--- src/rtl/serial_rx_frame_ctrl.sv ---
// Frame controller for the UART receiver byte stream: SYNC, LEN, payload, CHK.
// Optional mid-frame idle timeout is enabled by defining SERIAL_RX_FRAME_TIMEOUT_EN.
module serial_rx_frame_ctrl #(
    parameter logic [7:0] SYNC_BYTE      = 8'hA5,
    parameter int         MAX_LEN        = 16,
    parameter int         TIMEOUT_CYCLES = 400
) (
    input  logic       clk_x4,
    input  logic       rst_x,
    input  logic [7:0] i_data,
    input  logic       i_valid,
    input  logic       i_error,
    output logic [7:0] o_data,
    output logic       o_valid,
    input  logic       i_ready,
    output logic       o_last,
    output logic       o_frame_ok,
    output logic       o_frame_err,
    output logic [2:0] o_err_code,
    output logic [7:0] o_err_count
);

    typedef enum logic [1:0] {ST_HUNT, ST_LEN, ST_PAYLOAD, ST_CHECK} state_t;

    localparam logic [2:0] ERR_FRAMING  = 3'd1;
    localparam logic [2:0] ERR_LEN      = 3'd2;
    localparam logic [2:0] ERR_OVERRUN  = 3'd3;
    localparam logic [2:0] ERR_CHECKSUM = 3'd4;
    localparam logic [7:0] MAX_LEN_B    = 8'(MAX_LEN);

    state_t     r_state, w_state_nxt;
    logic [7:0] r_sum, w_sum_nxt;
    logic [7:0] r_remaining, w_rem_nxt;
    logic [7:0] r_data;
    logic       r_valid, r_last;
    logic       r_frame_ok, r_frame_err;
    logic [2:0] r_err_code, w_err_code;
    logic [7:0] r_err_count;
    logic       w_load, w_ok, w_err;

    // An i_error pulse wins over a simultaneous i_valid.
    wire w_evt    = i_valid | i_error;
    wire w_byte   = i_valid & ~i_error;
    wire w_accept = r_valid & i_ready;

`ifdef SERIAL_RX_FRAME_TIMEOUT_EN
    localparam logic [2:0] ERR_TIMEOUT = 3'd5;
    logic [15:0] r_timer;
    wire w_timeout = (r_state != ST_HUNT) && !w_evt &&
                     (r_timer == 16'(TIMEOUT_CYCLES - 1));

    always_ff @(posedge clk_x4 or negedge rst_x) begin
        if (!rst_x)                           r_timer <= '0;
        else if (r_state == ST_HUNT || w_evt) r_timer <= '0;
        else                                  r_timer <= r_timer + 16'd1;
    end
`endif

    // NOTE: every comb output gets a default before the case so no path infers a latch.
    always_comb begin
        w_state_nxt = r_state;
        w_sum_nxt   = r_sum;
        w_rem_nxt   = r_remaining;
        w_load      = 1'b0;
        w_ok        = 1'b0;
        w_err       = 1'b0;
        w_err_code  = r_err_code;
        case (r_state)
            ST_HUNT: begin
                if (w_byte && i_data == SYNC_BYTE) w_state_nxt = ST_LEN;
            end
            ST_LEN: begin
                if (i_error) begin
                    w_err = 1'b1; w_err_code = ERR_FRAMING; w_state_nxt = ST_HUNT;
                end else if (w_byte) begin
                    if (i_data == 8'd0 || i_data > MAX_LEN_B) begin
                        w_err = 1'b1; w_err_code = ERR_LEN; w_state_nxt = ST_HUNT;
                    end else begin
                        w_sum_nxt   = i_data;
                        w_rem_nxt   = i_data;
                        w_state_nxt = ST_PAYLOAD;
                    end
                end
            end
            ST_PAYLOAD: begin
                if (i_error) begin
                    w_err = 1'b1; w_err_code = ERR_FRAMING; w_state_nxt = ST_HUNT;
                end else if (w_byte) begin
                    // A byte still held and not taken this cycle cannot be overwritten.
                    if (r_valid && !i_ready) begin
                        w_err = 1'b1; w_err_code = ERR_OVERRUN; w_state_nxt = ST_HUNT;
                    end else begin
                        w_load    = 1'b1;
                        w_sum_nxt = r_sum + i_data;
                        w_rem_nxt = r_remaining - 8'd1;
                        if (r_remaining == 8'd1) w_state_nxt = ST_CHECK;
                    end
                end
            end
            ST_CHECK: begin
                if (i_error) begin
                    w_err = 1'b1; w_err_code = ERR_FRAMING;
                end else if (w_byte) begin
                    if (i_data == r_sum) w_ok = 1'b1;
                    else begin
                        w_err = 1'b1; w_err_code = ERR_CHECKSUM;
                    end
                end
                if (w_evt) w_state_nxt = ST_HUNT;
            end
            default: w_state_nxt = ST_HUNT;
        endcase
`ifdef SERIAL_RX_FRAME_TIMEOUT_EN
        if (w_timeout) begin
            w_err = 1'b1; w_err_code = ERR_TIMEOUT; w_state_nxt = ST_HUNT;
        end
`endif
    end

    // NOTE: sequential state uses non-blocking assignments so all registers update together.
    always_ff @(posedge clk_x4 or negedge rst_x) begin
        if (!rst_x) begin
            r_state     <= ST_HUNT;
            r_sum       <= '0;
            r_remaining <= '0;
            r_data      <= '0;
            r_valid     <= 1'b0;
            r_last      <= 1'b0;
            r_frame_ok  <= 1'b0;
            r_frame_err <= 1'b0;
            r_err_code  <= '0;
            r_err_count <= '0;
        end else begin
            r_state     <= w_state_nxt;
            r_sum       <= w_sum_nxt;
            r_remaining <= w_rem_nxt;
            r_frame_ok  <= w_ok;
            r_frame_err <= w_err;
            r_err_code  <= w_err_code;
            if (w_err && r_err_count != 8'hFF) r_err_count <= r_err_count + 8'd1;
            if (w_load) begin
                r_data  <= i_data;
                r_valid <= 1'b1;
                r_last  <= (r_remaining == 8'd1);
            end else if (w_accept) begin
                r_valid <= 1'b0;
                r_last  <= 1'b0;
            end
        end
    end

    assign o_data      = r_data;
    assign o_valid     = r_valid;
    assign o_last      = r_last;
    assign o_frame_ok  = r_frame_ok;
    assign o_frame_err = r_frame_err;
    assign o_err_code  = r_err_code;
    assign o_err_count = r_err_count;

endmodule

--- config.mk ---
export PLATFORM = sky130hd
export DESIGN_NAME = serial_rx_frame_ctrl
export DESIGN_NICKNAME = d
export VERILOG_FILES = /design/src/rtl/serial_rx_frame_ctrl.sv
export SDC_FILE = /design/constraint.sdc
export NUM_CORES = 1
export LEC_CHECK = 0
export BUFFER_PORTS_ARGS = -buffer_cell sky130_fd_sc_hd__buf_2
export CAP_MARGIN = 20
export CELL_PAD_IN_SITES_DETAIL_PLACEMENT = 0
export CELL_PAD_IN_SITES_GLOBAL_PLACEMENT = 1
export CORE_MARGIN = 2
export CORE_UTILIZATION = 44
export CTS_BUF_LIST = sky130_fd_sc_hd__clkbuf_4 sky130_fd_sc_hd__clkbuf_8 sky130_fd_sc_hd__clkbuf_16
export DETAILED_ROUTE_END_ITERATION = 12
export GPL_TIMING_DRIVEN = 0
export PLACE_DENSITY = 0.81
export SYNTH_ARGS = -nofsm -noshare
export SYNTH_HDL_FRONTEND = slang
export SYNTH_SLANG_ARGS = --single-unit
--- constraint.sdc ---
create_clock -name clk_x4 -period 2.87 [get_ports clk_x4]
set_input_delay 0.4305 -clock clk_x4 [delete_from_list [all_inputs] [get_ports clk_x4]]
set_output_delay 0.4305 -clock clk_x4 [all_outputs]
set_load 0.03 [all_outputs]
==> impl_metrics.ini <==
[synth]
synth_top_flop_cell = sky130_fd_sc_hd__dfrtp_1
synthMuxAreaShare_pct = 6.615
yosys_register_bits = 41
post_synth_main_area_contributors = sky130_fd_sc_hd__dfrtp_1, sky130_fd_sc_hd__mux2_2, sky130_fd_sc_hd__ha_1, sky130_fd_sc_hd__a21oi_1, sky130_fd_sc_hd__nand2_1
synthAdderAreaFrac_pct = 5.949
yosys_warnings = 0
yosys.cell_types.count = 53
mappedNetlistArea_um2 = 2440
synth_xor_xnor_area_share_pct = 3.590
cell_count_after_synthesis = 255
synthSimpleGateAreaFrac_pct = 19.13
post-synth-top-area-cell = sky130_fd_sc_hd__dfrtp_1
async_flop_share_pct = 100.0
synth_compound_gate_area_share_pct = 18.56
postSynthNetCount = 279
combinational_family_with_the_most_area_after_synthesis = simple AND/OR/NAND/NOR gates
synth.top_cell.area_share_pct = 42.05
seq_area_frac_synth_pct = 42.05
synthesis.area_per_instance_um2 = 9.568
synth-edff-count = 0

[grt]
number_of_global_route_vias_before_repair = 2038
grt_first_pass_wirelength_mm = 9.970
antenna_found_initial = 0
track_usage_pct = 20.52
grt_start_max_net_pins = 42
grt_overflow_total = 0

[critical_path]
worstPathMaxFanout = 10
crit_arrival_ns = 2.68
worst-path-buf-inv = 1
kind_of_cell_with_the_highest_combined_delay_on_the_critical_path = simple AND/OR/NAND/NOR gates
cp_slowest_stage_delay_ns = 0.55
ff2ff_setup_slack_ns = 0.38
cp.depth = 7
cp_cell_sequence = ha_1 -> or4_4 -> nor4_4 -> a211oi_2 -> buf_6 -> o211ai_1 -> mux2_1
worstPathRequired_ns = 3.05
cp-startpoint = r_sum[5]
cp-end-kind = flip-flop
r2r.worst_path.cells = 7
criticalPathCategory = reg -> reg
critical_path.reg2reg.startpoint = r_sum[5]
start_kind = flip-flop
crit_path_top_delay_cell = sky130_fd_sc_hd__or4_4

[route]
drt_drc_violations_left = 0
antenna_violating_nets_post_route = 0
detail_route.wl_per_cell_um = 15.89
routed_wire_length_mm = 5.849
detailroute.via_count = 2096
route.detailed.vias_per_inst = 5.696
dr.pass1.iters = 4
drtIter0Drc = 121

[place]
port-buffer-count = 33
place.gp.congestion = 0.8643
detailedPlacementHpwl_mm = 4.207
place_ws_ns = 0.1614

[power_and_ir_drop]
power.share.switching_pct = 38.32
seq_power_share_pct = 40.2
net_switching_power_figure_w = 0.0008496
comb_power_share_pct = 37.5
ir_drop_uv = 309.3
power_density_nw_per_um2 = 787.6
power.internal_w = 0.001368
share_clk_of_total_power_pct = 22.3
leakage_nw = 1.284

[floorplanning]
effective_utilization_at_floorplan_pct = 44.86
dieWidth_um = 78.47
core_um2 = 5439
floorplan.io_pins = 36
die_area_um2 = 6157
row_count = 27
die_h_um = 78.47

[clocking]
clock_latency_ns = 0.29
ctsRootBufferMaster = sky130_fd_sc_hd__clkbuf_8
tritoncts = built
cts_hold_bufs = 0
clock_sinks = 41
post_cts_resized = 0
clock_tree.htree_level_count = 2
post_cts_repair_setup_buffers = 0
cts_buffers = 5
max-clock-path-buffers = 2
clock_slew_at_reported_path_ffs_ns = 0.08

[hold_path]
hold_class = in -> async

[finish]
layout-drive-gt1-share_pct = 20.27
final_cell_mix = sky130_fd_sc_hd__dfrtp_1, sky130_fd_sc_hd__buf_2, sky130_fd_sc_hd__nand2_1
num_antenna_cells = 0
area_delta_synth_final_pct = 15.38
leading_cell_type_in_the_layout_fill_and_taps_excluded = sky130_fd_sc_hd__dfrtp_1
final.fill_count = 520
final_net_count = 319

[sta]
timing.fmax_mhz = 401.1
report.final.slew_viol_count = 0
final_report_hold_violation_count = 0
worst_clock_skew_ns = 0.009924
timing.max_slew.rel_slack_pct = 38.24
setup_tns_ns = 0
setup_viol = 0
final_critical_path_setup_slack_ns = 0.3769
final.min_clock_period_ns = 2.493
min_period_over_period_pct = 86.87
rsz0062_at_grt = false
worst-slew-pin-transition_ns = 0.9264

[status]
outcome = finished clean

[job]
maxCapViolCount = 0
==> state kept, by name, summed over array words and instances, names as in the netlist <==
register     flops
o_data           8
o_err_count      8
r_remaining      8
r_sum            8
o_err_code       3
r_state          2
o_frame_err      1
o_frame_ok       1
o_last           1
o_valid          1
==> cells by family (layout without fill, tap and decap cells) <==
| logic type | Yosys count | in the layout |
|---|---|---|
| AOI/OAI and AO/OA | 67 | 67 |
| xor gates and xnor gates | 10 | 10 |
| adders and majority gates | 11 | 11 |
| buffers and inverters | 24 | 65 |
| DFF | 41 | 41 |
| muxes | 14 | 14 |
| and+or+nand+nor | 88 | 88 |
==> cell type report <==
type / instances / area, um^2 / area share, %
Buffer: 13 / 58.81 / 2.089
Inverter: 11 / 41.29 / 1.467
Timing Repair Buffer: 33 / 165.2 / 5.867
Tap cell: 72 / 90.09 / 3.200
Multi-Input combinational cell: 190 / 1314 / 46.67
Sequential cell: 41 / 1026 / 36.44
Clock buffer: 7 / 90.09 / 3.200
Clock inverter: 1 / 30.03 / 1.067
==> metal layers <==
layer | GRT usage [%] | wire length [um]
met5 | 0 | 0
met4 | 7.719 | 82
met3 | 3.793 | 279
met2 | 32.33 | 2720
met1 | 28.18 | 2766
==> worst register-to-register path, stage by stage, from the launching register on <==
cell	delay, ns
sky130_fd_sc_hd__dfrtp_1	0.39
sky130_fd_sc_hd__ha_1	0.36
sky130_fd_sc_hd__or4_4	0.55
sky130_fd_sc_hd__nor4_4	0.32
sky130_fd_sc_hd__a211oi_2	0.08
sky130_fd_sc_hd__buf_6	0.17
sky130_fd_sc_hd__o211ai_1	0.18
sky130_fd_sc_hd__mux2_1	0.34
==> power by group through the flow <==
stage / Clock, W / Combinational [W] / Sequential (W)
3_3_place_gp: 0 / 0.000816 / 0.000897
2_1_floorplan: 0 / 0.000465 / 0.00103
3_5_place_dp: 0 / 0.000829 / 0.000900
5_1_grt: 0.000533 / 0.000920 / 0.000919
4_1_cts: 0.000510 / 0.000834 / 0.000890
6_report: 0.000494 / 0.000832 / 0.000891
==> Yosys cell counts (2+ instances only) <==
cell	n
sky130_fd_sc_hd__o21a_1	3
sky130_fd_sc_hd__nand3_1	10
sky130_fd_sc_hd__nand2_1	22
sky130_fd_sc_hd__a21o_1	3
sky130_fd_sc_hd__buf_2	2
sky130_fd_sc_hd__a22o_1	3
sky130_fd_sc_hd__a31oi_1	2
sky130_fd_sc_hd__buf_1	2
sky130_fd_sc_hd__inv_1	11
sky130_fd_sc_hd__o21ai_0	11
sky130_fd_sc_hd__mux2_2	12
sky130_fd_sc_hd__nor3_1	6
sky130_fd_sc_hd__o22ai_1	3
sky130_fd_sc_hd__nand2b_1	4
sky130_fd_sc_hd__nor3b_1	2
sky130_fd_sc_hd__nor4_1	7
sky130_fd_sc_hd__ha_1	10
sky130_fd_sc_hd__nor2b_1	4
sky130_fd_sc_hd__o31ai_1	4
sky130_fd_sc_hd__o211ai_1	5
sky130_fd_sc_hd__or3_1	2
sky130_fd_sc_hd__xnor2_1	8
sky130_fd_sc_hd__dfrtp_1	41
sky130_fd_sc_hd__and2_1	3
sky130_fd_sc_hd__nor2_1	16
sky130_fd_sc_hd__nor4b_1	2
sky130_fd_sc_hd__and3_1	2
sky130_fd_sc_hd__a21oi_1	17
sky130_fd_sc_hd__clkbuf_1	8
sky130_fd_sc_hd__nand4_1	4
sky130_fd_sc_hd__xor2_1	2
sky130_fd_sc_hd__o22a_1	3
==> per-stage QoR <==
stage | power, W | instance area, um^2 | utilization, % | cells | hold slack, ns
CTS | 0.002234 | 2815 | 51.76 | 368 | 0.3076
global route | 0.002373 | 2815 | 51.76 | 368 | 0.3574
global placement | 0.001713 | 2695 | 49.55 | 360 | 0.4694
finish | 0.002217 | 2815 | 51.76 | 368 | 0.2680
floorplan | 0.001499 | 2440 | - | 255 | 0.1349
detailed placement | 0.001729 | 2695 | 49.55 | 360 | 0.4776
==> path summary, 6_finish.rpt <==
| check | endpoint |
|---|---|
| setup / recovery | o_err_count[6] |
| hold / removal | o_err_count[2] |
| setup reg to reg | o_err_count[6] |
| hold reg to reg | o_data[7] |
| max in group asynchronous | o_data[0] |
| min in group clk_x4 | r_state[1] |
No activity file was read; power rests on OpenSTA's default activity.
